**src/rtl/wbu_arb_if.sv**
```systemverilog
`default_nettype none
// ============================================================================
// Module      : wbu_arb_if
// Description : Bus bundle for the writeback arbiter. Carries the EXU and LSU
//               result handshakes, the issue-stage destination allocation,
//               the busy scoreboard and the registered register-file write
//               port. When YSYX_23060251_WBU_PERF_EN is defined it also
//               carries the 64-bit pop/stall performance counters.
//   slave  : arbiter side (results/alloc in, ready/busy/rf/perf out)
//   master : producer/consumer side (the opposite directions)
// Revision    : 1.0 - initial release
// ============================================================================
interface wbu_arb_if #(
  parameter int XLEN = 32,
  parameter int RS_W = 5
);
  logic                 exu_valid_i;
  logic                 exu_ready_o;
  logic                 exu_wen_i;
  logic [RS_W-1:0]      exu_rd_i;
  logic [XLEN-1:0]      exu_data_i;
  logic                 lsu_valid_i;
  logic                 lsu_ready_o;
  logic                 lsu_wen_i;
  logic [RS_W-1:0]      lsu_rd_i;
  logic [XLEN-1:0]      lsu_data_i;
  logic                 alloc_valid_i;
  logic [RS_W-1:0]      alloc_rd_i;
  logic [(1<<RS_W)-1:0] busy_o;
  logic                 rf_wen_o;
  logic [RS_W-1:0]      rf_rd_o;
  logic [XLEN-1:0]      rf_wdata_o;
`ifdef YSYX_23060251_WBU_PERF_EN
  logic [63:0]          perf_exu_cnt_o;
  logic [63:0]          perf_lsu_cnt_o;
  logic [63:0]          perf_stall_cnt_o;
`endif

  modport slave (
    input  exu_valid_i, exu_wen_i, exu_rd_i, exu_data_i,
    input  lsu_valid_i, lsu_wen_i, lsu_rd_i, lsu_data_i,
    input  alloc_valid_i, alloc_rd_i,
`ifdef YSYX_23060251_WBU_PERF_EN
    output perf_exu_cnt_o, perf_lsu_cnt_o, perf_stall_cnt_o,
`endif
    output exu_ready_o, lsu_ready_o, busy_o, rf_wen_o, rf_rd_o, rf_wdata_o
  );

  modport master (
    output exu_valid_i, exu_wen_i, exu_rd_i, exu_data_i,
    output lsu_valid_i, lsu_wen_i, lsu_rd_i, lsu_data_i,
    output alloc_valid_i, alloc_rd_i,
`ifdef YSYX_23060251_WBU_PERF_EN
    input  perf_exu_cnt_o, perf_lsu_cnt_o, perf_stall_cnt_o,
`endif
    input  exu_ready_o, lsu_ready_o, busy_o, rf_wen_o, rf_rd_o, rf_wdata_o
  );
endinterface
`default_nettype wire

```
**src/rtl/wbu_arb.sv**
```systemverilog
`default_nettype none
// ============================================================================
// Module      : wbu_arb
// Description : Writeback arbiter. EXU and LSU results are buffered in one
//               2-entry FIFO each; one head is popped per cycle (LSU first,
//               EXU forced after STARVE_MAX consecutive losses) into a
//               registered register-file write port. A per-register busy
//               scoreboard lets the issue stage stall on RAW hazards.
// Ports       : clk_i  - clock, rising edge
//               rst_i  - asynchronous active-low reset
//               bus    - wbu_arb_if.slave (EXU/LSU results, alloc, busy,
//                        rf write port, optional perf counters)
// Option      : YSYX_23060251_WBU_PERF_EN adds 64-bit pop/stall counters.
// Revision    : 1.0 - initial release
// ============================================================================
module wbu_arb #(
  parameter int XLEN       = 32,
  parameter int RS_W       = 5,
  parameter int STARVE_MAX = 3
) (
  input  wire logic     clk_i,
  input  wire logic     rst_i,
  wbu_arb_if.slave      bus
);
  localparam int NREG = 1 << RS_W;
  localparam int EW   = 1 + RS_W + XLEN;   // entry = {wen, rd, data}
  localparam int SC_W = (STARVE_MAX < 1) ? 1 : $clog2(STARVE_MAX + 1);
  // Source index 0 = LSU, 1 = EXU.
  localparam int SRC_LSU = 0;
  localparam int SRC_EXU = 1;

  logic [1:0]    src_valid;
  logic [1:0]    src_ready;
  logic [1:0]    src_ne;
  logic [1:0]    src_pop;
  logic [EW-1:0] src_entry [2];
  logic [EW-1:0] src_head  [2];

  assign src_valid[SRC_LSU] = bus.lsu_valid_i;
  assign src_valid[SRC_EXU] = bus.exu_valid_i;
  assign src_entry[SRC_LSU] = {bus.lsu_wen_i, bus.lsu_rd_i, bus.lsu_data_i};
  assign src_entry[SRC_EXU] = {bus.exu_wen_i, bus.exu_rd_i, bus.exu_data_i};

  // --------------------------------------------------------------------------
  // Per-source 2-entry FIFO. Ready comes from the registered count only, so a
  // full FIFO refuses a push even in a cycle where it is also popped.
  // --------------------------------------------------------------------------
  for (genvar s = 0; s < 2; s++) begin : g_fifo
    logic [1:0]    cnt_q, cnt_d;
    logic          wptr_q, wptr_d;
    logic          rptr_q, rptr_d;
    logic [EW-1:0] mem_q [2];
    logic [EW-1:0] mem_d [2];
    logic          push;

    assign src_ready[s] = ~cnt_q[1];
    assign src_ne[s]    = (cnt_q != 2'd0);
    assign src_head[s]  = mem_q[rptr_q];
    assign push         = src_valid[s] & src_ready[s];

    always_comb begin
      mem_d  = mem_q;
      wptr_d = wptr_q;
      rptr_d = rptr_q;
      if (push) begin
        mem_d[wptr_q] = src_entry[s];
        wptr_d        = ~wptr_q;
      end
      if (src_pop[s]) begin
        rptr_d = ~rptr_q;
      end
      cnt_d = cnt_q + {1'b0, push} - {1'b0, src_pop[s]};
    end

    always_ff @(posedge clk_i or negedge rst_i) begin
      if (!rst_i) begin
        cnt_q  <= 2'd0;
        wptr_q <= 1'b0;
        rptr_q <= 1'b0;
        mem_q[0] <= '0;
        mem_q[1] <= '0;
      end else begin
        cnt_q  <= cnt_d;
        wptr_q <= wptr_d;
        rptr_q <= rptr_d;
        mem_q  <= mem_d;
      end
    end
  end

  assign bus.lsu_ready_o = src_ready[SRC_LSU];
  assign bus.exu_ready_o = src_ready[SRC_EXU];

  // --------------------------------------------------------------------------
  // Arbiter, output register and busy scoreboard
  // --------------------------------------------------------------------------
  logic [SC_W-1:0] starve_q, starve_d;
  logic            rf_wen_q, rf_wen_d;
  logic [RS_W-1:0] rf_rd_q, rf_rd_d;
  logic [XLEN-1:0] rf_wdata_q, rf_wdata_d;
  logic [NREG-1:0] busy_q, busy_d;
  logic [EW-1:0]   win;
  logic            win_wen;
  logic [RS_W-1:0] win_rd;
  logic [XLEN-1:0] win_data;

  assign win_wen  = win[EW-1];
  assign win_rd   = win[EW-2 -: RS_W];
  assign win_data = win[XLEN-1:0];

  always_comb begin
    src_pop = 2'b00;
    // EXU is forced only once it has lost STARVE_MAX times in a row.
    if (src_ne[SRC_EXU] &&
        (!src_ne[SRC_LSU] || (starve_q == SC_W'(STARVE_MAX)))) begin
      src_pop[SRC_EXU] = 1'b1;
    end else if (src_ne[SRC_LSU]) begin
      src_pop[SRC_LSU] = 1'b1;
    end

    starve_d = (src_ne[SRC_EXU] && src_pop[SRC_LSU]) ? starve_q + SC_W'(1)
                                                     : '0;

    win        = src_pop[SRC_EXU] ? src_head[SRC_EXU] : src_head[SRC_LSU];
    rf_wen_d   = 1'b0;
    rf_rd_d    = rf_rd_q;
    rf_wdata_d = rf_wdata_q;
    if (|src_pop) begin
      // Writes to x0 are popped but never reach the register file.
      rf_wen_d   = win_wen & (win_rd != '0);
      rf_rd_d    = win_rd;
      rf_wdata_d = win_data;
    end

    // Clear on the edge the register file commits; a same-edge alloc wins.
    busy_d = busy_q;
    if (rf_wen_q) begin
      busy_d[rf_rd_q] = 1'b0;
    end
    if (bus.alloc_valid_i && (bus.alloc_rd_i != '0)) begin
      busy_d[bus.alloc_rd_i] = 1'b1;
    end
    busy_d[0] = 1'b0;
  end

  always_ff @(posedge clk_i or negedge rst_i) begin
    if (!rst_i) begin
      starve_q   <= '0;
      rf_wen_q   <= 1'b0;
      rf_rd_q    <= '0;
      rf_wdata_q <= '0;
      busy_q     <= '0;
    end else begin
      starve_q   <= starve_d;
      rf_wen_q   <= rf_wen_d;
      rf_rd_q    <= rf_rd_d;
      rf_wdata_q <= rf_wdata_d;
      busy_q     <= busy_d;
    end
  end

  assign bus.rf_wen_o   = rf_wen_q;
  assign bus.rf_rd_o    = rf_rd_q;
  assign bus.rf_wdata_o = rf_wdata_q;
  assign bus.busy_o     = busy_q;

`ifdef YSYX_23060251_WBU_PERF_EN
  // --------------------------------------------------------------------------
  // Performance counters: pops per source (wen=0 entries included) and cycles
  // in which any source is held off by a full FIFO. All wrap at 2^64.
  // --------------------------------------------------------------------------
  logic [63:0] perf_exu_cnt_q, perf_exu_cnt_d;
  logic [63:0] perf_lsu_cnt_q, perf_lsu_cnt_d;
  logic [63:0] perf_stall_cnt_q, perf_stall_cnt_d;

  always_comb begin
    perf_exu_cnt_d   = perf_exu_cnt_q + {63'd0, src_pop[SRC_EXU]};
    perf_lsu_cnt_d   = perf_lsu_cnt_q + {63'd0, src_pop[SRC_LSU]};
    perf_stall_cnt_d = perf_stall_cnt_q + {63'd0, |(src_valid & ~src_ready)};
  end

  always_ff @(posedge clk_i or negedge rst_i) begin
    if (!rst_i) begin
      perf_exu_cnt_q   <= '0;
      perf_lsu_cnt_q   <= '0;
      perf_stall_cnt_q <= '0;
    end else begin
      perf_exu_cnt_q   <= perf_exu_cnt_d;
      perf_lsu_cnt_q   <= perf_lsu_cnt_d;
      perf_stall_cnt_q <= perf_stall_cnt_d;
    end
  end

  assign bus.perf_exu_cnt_o   = perf_exu_cnt_q;
  assign bus.perf_lsu_cnt_o   = perf_lsu_cnt_q;
  assign bus.perf_stall_cnt_o = perf_stall_cnt_q;
`endif
endmodule
`default_nettype wire

```
**src/flat_wrapper.sv**
```systemverilog
// flat-port wrapper written by rule: the top's interface ports become plain ports
module wbu_arb_flat 
#(
  parameter int XLEN       = 32,
  parameter int RS_W       = 5,
  parameter int STARVE_MAX = 3
)
  (clk_i, rst_i, bus_exu_valid_i, bus_exu_wen_i, bus_exu_rd_i, bus_exu_data_i, bus_lsu_valid_i, bus_lsu_wen_i, bus_lsu_rd_i, bus_lsu_data_i, bus_alloc_valid_i, bus_alloc_rd_i, bus_exu_ready_o, bus_lsu_ready_o, bus_busy_o, bus_rf_wen_o, bus_rf_rd_o, bus_rf_wdata_o);
  wbu_arb_if #(.XLEN(XLEN), .RS_W(RS_W)) bus_i ();
  input  wire logic clk_i;
  input  wire logic rst_i;
  input wire logic [$bits(bus_i.exu_valid_i)-1:0] bus_exu_valid_i;
  input wire logic [$bits(bus_i.exu_wen_i)-1:0] bus_exu_wen_i;
  input wire logic [$bits(bus_i.exu_rd_i)-1:0] bus_exu_rd_i;
  input wire logic [$bits(bus_i.exu_data_i)-1:0] bus_exu_data_i;
  input wire logic [$bits(bus_i.lsu_valid_i)-1:0] bus_lsu_valid_i;
  input wire logic [$bits(bus_i.lsu_wen_i)-1:0] bus_lsu_wen_i;
  input wire logic [$bits(bus_i.lsu_rd_i)-1:0] bus_lsu_rd_i;
  input wire logic [$bits(bus_i.lsu_data_i)-1:0] bus_lsu_data_i;
  input wire logic [$bits(bus_i.alloc_valid_i)-1:0] bus_alloc_valid_i;
  input wire logic [$bits(bus_i.alloc_rd_i)-1:0] bus_alloc_rd_i;
  output wire logic [$bits(bus_i.exu_ready_o)-1:0] bus_exu_ready_o;
  output wire logic [$bits(bus_i.lsu_ready_o)-1:0] bus_lsu_ready_o;
  output wire logic [$bits(bus_i.busy_o)-1:0] bus_busy_o;
  output wire logic [$bits(bus_i.rf_wen_o)-1:0] bus_rf_wen_o;
  output wire logic [$bits(bus_i.rf_rd_o)-1:0] bus_rf_rd_o;
  output wire logic [$bits(bus_i.rf_wdata_o)-1:0] bus_rf_wdata_o;
  assign bus_i.exu_valid_i = bus_exu_valid_i;
  assign bus_i.exu_wen_i = bus_exu_wen_i;
  assign bus_i.exu_rd_i = bus_exu_rd_i;
  assign bus_i.exu_data_i = bus_exu_data_i;
  assign bus_i.lsu_valid_i = bus_lsu_valid_i;
  assign bus_i.lsu_wen_i = bus_lsu_wen_i;
  assign bus_i.lsu_rd_i = bus_lsu_rd_i;
  assign bus_i.lsu_data_i = bus_lsu_data_i;
  assign bus_i.alloc_valid_i = bus_alloc_valid_i;
  assign bus_i.alloc_rd_i = bus_alloc_rd_i;
  assign bus_exu_ready_o = bus_i.exu_ready_o;
  assign bus_lsu_ready_o = bus_i.lsu_ready_o;
  assign bus_busy_o = bus_i.busy_o;
  assign bus_rf_wen_o = bus_i.rf_wen_o;
  assign bus_rf_rd_o = bus_i.rf_rd_o;
  assign bus_rf_wdata_o = bus_i.rf_wdata_o;
  wbu_arb #(.XLEN(XLEN), .RS_W(RS_W), .STARVE_MAX(STARVE_MAX)) u_core (.clk_i(clk_i), .rst_i(rst_i), .bus(bus_i));
endmodule
```
**config.mk**
```make
export PLATFORM = sky130hd
export DESIGN_NAME = wbu_arb_flat
export DESIGN_NICKNAME = d
export VERILOG_FILES = /design/src/rtl/wbu_arb_if.sv /design/src/rtl/wbu_arb.sv /design/src/flat_wrapper.sv
export SDC_FILE = /design/constraint.sdc
export NUM_CORES = 1
export LEC_CHECK = 0
export CORE_ASPECT_RATIO = 0.75
export CORE_MARGIN = 1.5
export CORE_UTILIZATION = 48
export DETAILED_ROUTE_END_ITERATION = 16
export PLACE_DENSITY = 0.82
export SLEW_MARGIN = 20
export SYNTH_ARGS = -nofsm -noshare
export SYNTH_HDL_FRONTEND = slang
export SYNTH_SLANG_ARGS = --single-unit
```
**constraint.sdc**
```tcl
create_clock -name clk_i -period 3.1 [get_ports clk_i]
set_input_delay 0.62 -clock clk_i [delete_from_list [all_inputs] [get_ports clk_i]]
set_output_delay 0.62 -clock clk_i [all_outputs]
set_load 0.005 [all_outputs]
```
==> metrics.yaml, run 1 <==
outcome:
  status: "finished clean"
route:
  wl_per_cell_um: 19.10
  routed_wl_um: 22960
  postRouteAntennaNets: 0
  first_iter_violations: 417
  drt_first_pass_iters: 5
  vias: 6514
  route.detailed.drc: 0
  via_per_inst: 5.419
synth:
  synth_top_area_share_pct: 57.89
  synth_edf_count: 0
  async_flop_share_pct: 100.0
  synthesis.instances: 741
  synth_seq_area_share_pct: 57.89
  synthFlopType: "dfrtp_1"
  synthAdderAreaFrac_pct: 0.6266
  yosys-top-cells-count: "231 x dfrtp_1, 189 x mux2_2, 100 x o21ai_0"
  synth_area_mm2: 0.009985
  syn-num-nets: 832
  synth.area.mux_share_pct: 29.15
  synth-compound-area-share_pct: 5.301
  avgSynthCellArea_um2: 13.47
  synth_simple_gate_area_share_pct: 3.985
  synthXorXnorAreaFrac_pct: 0.7018
  synth_top_family_by_area: "multiplexers"
  ys_top_cells_by_area: "dfrtp_1 58%, mux2_2 21%, mux2i_1 7.7%"
  ys_types: 28
  yosys_warnings: 0
  synth_top_area_cell: "dfrtp_1"
  yosysMostFrequentCell: "dfrtp_1"
  ys_ff_latch: 231
setup_path:
  cp_num_buf_inv: 1
  crit_path_max_incr_delay_ns: 0.58
  start_kind: "flip-flop"
  cp_max_fo: 10
  cp.required_ns: 2.48
  critical-path-top-delay-family: "buffers and inverters"
  crit_slowest_cell: "clkdlybuf4s50_1"
  cp.arrival_ns: 1.64
  worstSetupStartpoint: "u_core.bus.rf_rd_o[3]"
  cp_cell_sequence: "clkdlybuf4s50_1"
  worstReg2RegStart: "u_core.g_fifo[0].cnt_q[1]"
  critical_path_class: "flip-flop to primary output"
  crit_path_end_kind: "primary output"
sta:
  max_freq_mhz: 443.3
  setup_viol: 0
  fin_crit_sh_pct: 72.76
  fin_tns_setup_ns: 0
  period_minus_slack_ns: 2.256
  rsz0062_at_grt: "no"
  hold_viol: 0
  hold_slack_ns: 0.1210
  tightest_slew_ns: 0.7047
  maxSlewHeadroom_pct: 53.02
  drv_slew: 0
  fin_skew_ns: 0.01260
clock_tree:
  cts-resized-gates: 0
  cts_buffer_depth: 3
  holdBufCountCts: 0
  cts_tree: "built"
  numCtsBuffers: 23
  htreeDepth: 1
  clk_pin_slew_ns: 0.06
  clockRootBuffer: "clkbuf_16"
  post-cts-setup-buffer-count: 0
  clock_latency_ns: 0.50
  clock_sinks: 231
final_layout:
  drive_above_1_share_pct: 28.79
  area_delta_synth_final_pct: 26.77
  layoutNonFillerInstCount: 1202
  finalNetCount: 992
  finish.utilization_pct: 62.27
  nFillCells: 1557
floorplanning:
  die_area_mm2: 0.02169
  chipHeight_um: 127.9
  start_util_pct: 49.12
  core_area_mm2: 0.02033
  rows: 45
  num_io_pins: 158
  fp.dieW_um: 169.5
global_route:
  grt_overflow: 0
  grt_pass1_wl_um: 37080
  antenna_found_initial: 3
  grt_max_degree: 87
  grt_usage_pct: 21.81
  grt_pass1_vias: 6834
power_and_ir_drop:
  sw_frac_of_total_pct: 31.70
  pwr-share-clk_pct: 19.7
  power.share.sequential_pct: 41.0
  pwr-share-comb_pct: 39.3
  max-vdd-ir-drop_uv: 495.2
  p_sw_w: 0.004384
  p_leak_nw: 5.314
  cellPowerDensity_mw_per_mm2: 1092
  internal_power_w: 0.009444
placed_design:
  gp_congestion: 0.8228
  hpwl_um: 15700
  io_buffers: 156
  dp.cells: 1158
job:
  maxCapViolCount: 0
hold_path:
  min_path_type: "input port to asynchronous set/reset pin"
## layout by cell type, fill, tap and decap left out, types with 7 or more instances in the layout
master and instances:
clkdlybuf4s50_1 155, o21ai_0 100, nand3b_1 10, mux2i_1 77, buf_4 18, nand2_1 40, clkinv_2 7, mux2_2 189
dfrtp_1 229, clkbuf_16 23
## flip-flops by register name, indices dropped and copies added, names as in the netlist
| name | count |
|---|---|
| u_core.bus.rf_wdata_o | 32 |
| u_core.g_fifo.rptr_q | 2 |
| u_core.starve_q | 2 |
| u_core.bus.rf_rd_o | 5 |
| u_core.g_fifo.mem_q | 152 |
| u_core.bus.busy_o | 31 |
| u_core.g_fifo.wptr_q | 2 |
| u_core.g_fifo.cnt_q | 4 |
| u_core.bus.rf_wen_o | 1 |
## per-stage QoR
step                      total power [W]  setup slack, ns  cell area [um^2]
after floorplan                  0.008928            1.221              9985
final                             0.01383           0.8444             12660
after detailed placement          0.01114           0.5371             11900
after global routing              0.01469           0.8064             12660
after global placement            0.01089           0.5795             11900
after CTS                         0.01393           0.8396             12650
## power groups by stage
stage	Clock, W	Sequential [W]	Combinational (W)
6_report	0.00272	0.00566	0.00544
5_1_grt	0.00289	0.00585	0.00595
4_1_cts	0.00278	0.00565	0.00550
3_5_place_dp	0	0.00569	0.00545
3_3_place_gp	0	0.00562	0.00527
2_1_floorplan	0	0.00530	0.00363
## worst paths after layout
| kind | to | slack, ns | cells past startpoint |
|---|---|---|---|
| max | bus_rf_rd_o[3] | 0.84 | 1 |
| min | u_core.g_fifo[0].mem_q[41] | 0.12 | 1 |
| max reg2reg | u_core.g_fifo[0].cnt_q[1] | 1.13 | 9 |
| min reg2reg | u_core.starve_q[0] | 0.45 | 1 |
| max in group asynchronous | u_core.g_fifo[0].mem_q[32] | 2.09 | 2 |
| min in group clk_i | u_core.starve_q[0] | 0.45 | 1 |
## cell families (layout without fill, tap and decap cells)
logic type / Yosys count / after routing
muxes: 267 / 267
DFF: 231 / 231
AOI/OAI and AO/OA: 102 / 102
and+or+nand+nor: 79 / 79
buffers and inverters: 48 / 224
xor gates and xnor gates: 8 / 8
adders and majority gates: 5 / 5
other: 1 / 4
## layout make-up
cell class / instances / area, um^2 / share of cell area, %
Sequential cell: 231 / 5783 / 45.69
Antenna cell: 3 / 7.507 / 0.05931
Timing Repair Buffer: 176 / 1742 / 13.76
Multi-Input combinational cell: 462 / 4000 / 31.60
Inverter: 7 / 26.28 / 0.2076
Clock buffer: 31 / 665.6 / 5.259
Tap cell: 282 / 352.8 / 2.788
Clock inverter: 10 / 80.08 / 0.6327
## metal layers
layer | vias to the layer above | global-route usage [%] | wire length (um)
li1 | 2954 | - | -
met1 | 3335 | 31.36 | 10730
met2 | 185 | 34.50 | 10450
met3 | 40 | 3.705 | 1241
met4 | 0 | 5.830 | 541
met5 | - | 0 | 0
No activity file was read; power rests on OpenSTA's default activity.
==> run 2: changes to the inputs <==
==> constraint.sdc (replaced) <==
create_clock -name clk_i -period 2.3 [get_ports clk_i]
set_input_delay 0.46 -clock clk_i [delete_from_list [all_inputs] [get_ports clk_i]]
set_output_delay 0.46 -clock clk_i [all_outputs]
set_load 0.005 [all_outputs]
==> metrics.yaml, run 2 (synthesis results as in run 1) <==
power_and_ir_drop:
  cellPowerDensity_mw_per_mm2: 1459  # was 1092 mW/mm^2
  p_leak_nw: 5.344  # was 5.314 nW
  max-vdd-ir-drop_uv: 637.4  # was 495.2 uV
clock_tree:
  numCtsBuffers: 22  # was 23
  htreeDepth: 1  # unchanged
  clock_latency_ns: 0.50  # about the same
  post-cts-setup-buffer-count: 0  # unchanged
  cts_buffer_depth: 3  # unchanged
  clock_sinks: 231  # unchanged
  clk_pin_slew_ns: 0.06  # about the same
  clockRootBuffer: "clkbuf_16"  # unchanged
  cts_tree: "built"  # unchanged
floorplanning:
  die_area_mm2: 0.02169  # unchanged
  num_io_pins: 158  # unchanged
  rows: 45  # unchanged
  core_area_mm2: 0.02033  # unchanged
  chipHeight_um: 127.9  # unchanged
  fp.dieW_um: 169.5  # unchanged
  start_util_pct: 49.12  # unchanged
setup_path:
  crit_path_max_incr_delay_ns: 0.57  # was 0.58 ns
  cp_num_buf_inv: 1  # unchanged
  cp_max_fo: 10  # unchanged
  start_kind: "flip-flop"  # unchanged
  critical-path-top-delay-family: "buffers and inverters"  # unchanged
  cp.arrival_ns: 1.62  # was 1.64 ns
  rr_worst_depth: 9  # unchanged
  cp_cell_sequence: "clkdlybuf4s50_1"  # unchanged
  worst-path-stages: 1  # unchanged
  cp.required_ns: 1.84  # was 2.48 ns
  crit_path_end_kind: "primary output"  # unchanged
  critical_path_class: "flip-flop to primary output"  # unchanged
  rrSetupSlack_ns: 0.27  # was 1.13 ns
  crit_slowest_cell: "clkdlybuf4s50_1"  # unchanged
route:
  vias: 6488  # was 6,514
  top_layer: "met4"  # unchanged
  wl_met2_um: 10130  # was 10,450 um
  first_iter_violations: 374  # was 417
  m1WireLength_um: 10720  # was 10,730 um
  wl_per_cell_um: 18.67  # was 19.10 um
  routed_wl_um: 22410  # was 22,960 um
  postRouteAntennaNets: 0  # unchanged
  drt_first_pass_iters: 5  # unchanged
  route.detailed.drc: 0  # unchanged
  routed-wl-met3_um: 951  # was 1241 um
  via_per_inst: 5.407  # was 5.419
hold_path:
  worstHoldPathCells: 1
  min_path_type: "flip-flop to flip-flop"  # was input port to asynchronous set/reset pin
global_route:
  grt_pass1_vias: 6763  # was 6,834
  grt_overflow: 0  # unchanged
  grt_max_degree: 76  # was 87
  grt_pass1_wl_um: 36120  # was 37,080 um
  grt_usage_pct: 21.10  # was 21.81%
  antenna_found_initial: 1  # was 3
final_layout:
  area_delta_synth_final_pct: 27.52  # was 26.77%
  seq_area_mm2: 0.005783  # unchanged
  most-common-layout-cells: "229 x dfrtp_1, 189 x mux2_2, 155 x clkdlybuf4s50_1"  # unchanged
  drive_above_1_share_pct: 28.24  # was 28.79%
  top_register: "u_core.g_fifo.mem_q"  # unchanged
  nFillCells: 1569  # was 1,557
  multi_input_area_mm2: 0.004000  # unchanged
  finalNetCount: 994  # was 992
  largest_register_ff_count: 152  # unchanged
  mostFrequentLayoutCell: "dfrtp_1"  # unchanged
  stdcell_area_mm2: 0.01273  # was 0.01266 mm^2
sta:
  tightest_slew_ns: 0.5666  # was 0.7047 ns
  fin_crit_sh_pct: 90.35
  maxSlewHeadroom_pct: 62.23  # was 53.02%
  max_freq_mhz: 481.2
  rsz0062_at_grt: "no"  # unchanged
  period_minus_slack_ns: 2.078
  setup_ws_ns: 0.2220  # was 0.8444 ns
  fin_tns_setup_ns: 0  # unchanged
  setup_viol: 0  # unchanged
  hold_viol: 0  # unchanged
  fin_skew_ns: 0.01248  # was 0.01260 ns
  drv_slew: 0  # unchanged
placed_design:
  placement.setup.worst_slack_ns: 0.2441  # was 0.5371 ns
  gp_congestion: 0.8243  # was 0.8228
  io_buffers: 156  # unchanged
  hpwl_um: 15290  # was 15,700 um
  place_area_mm2: 0.01201  # was 0.01190 mm^2
job:
  maxCapViolCount: 0  # unchanged
outcome:
  status: "finished clean"  # unchanged
==> run 2: changes by cell type in the layout (fill, tap and decap cells not counted), moves of 2 or more <==
cell	before	now
clkbuf_8	6	8
clkinv_2	7	1
clkinvlp_4	2	0
buf_4	18	13
diode_2	3	1
buf_12	2	9
clkbuf_1	2	6
==> run 2: routing by layer <==
metal | up-vias | global-route usage (%)
met2 | 186 | 32.87
met1 | 3294 | 30.99
met4 | 0 | 6.091
li1 | 2958 | -
met5 | - | 0
met3 | 50 | 2.964
==> run 2: layout make-up <==
| class | instances | area share [%] |
|---|---|---|
| Clock buffer | 37 | 5.562 |
| Tap cell | 282 | 2.771 |
| Antenna cell | 1 | 0.01965 |
| Inverter | 7 | 0.2064 |
| Sequential cell | 231 | 45.42 |
| Timing Repair Buffer | 179 | 14.56 |
| Clock inverter | 1 | 0.03931 |
| Multi-Input combinational cell | 462 | 31.42 |
==> run 2: repair_timing <==
| action | 4_1_cts | 5_1_grt |
|---|---|---|
| hold buffers | 1 | 0 |
| hold endpoints to repair | 64 | 0 |
| gates resized for setup | 0 | 0 |
==> run 2: path summary, 6_finish.rpt <==
kind / start / to
max: u_core.bus.rf_rd_o[3] / bus_rf_rd_o[3]
min: u_core.starve_q[0] / u_core.starve_q[0]
max reg2reg: u_core.g_fifo[0].cnt_q[1] / u_core.g_fifo[0].cnt_q[1]
min reg2reg: u_core.starve_q[0] / u_core.starve_q[0]
max in group asynchronous: rst_i / u_core.bus.busy_o[23]
min in group asynchronous: rst_i / u_core.g_fifo[0].mem_q[3]
==> run 2: stage by stage <==
step | cells | utilization, % | total power [W] | hold WS, ns
4_1_cts | 1199 | 62.63 | 0.01871 | 0.4514
6_report | 1200 | 62.64 | 0.01858 | 0.4511
5_1_grt | 1200 | 62.64 | 0.01974 | 0.4902
3_3_place_gp | 1160 | 59.07 | 0.01476 | 0.4368
2_1_floorplan | 741 | - | 0.01203 | 0.1644
3_5_place_dp | 1160 | 59.07 | 0.01510 | 0.4434
==> run 2: report_power, final <==
group	internal (W)	total (W)	leakage [nW]	switching, W
logic	0.00448	0.00745	2.29	0.00296
clock network	0.00208	0.00356	0.352	0.00148
registers	0.00620	0.00757	2.70	0.00137
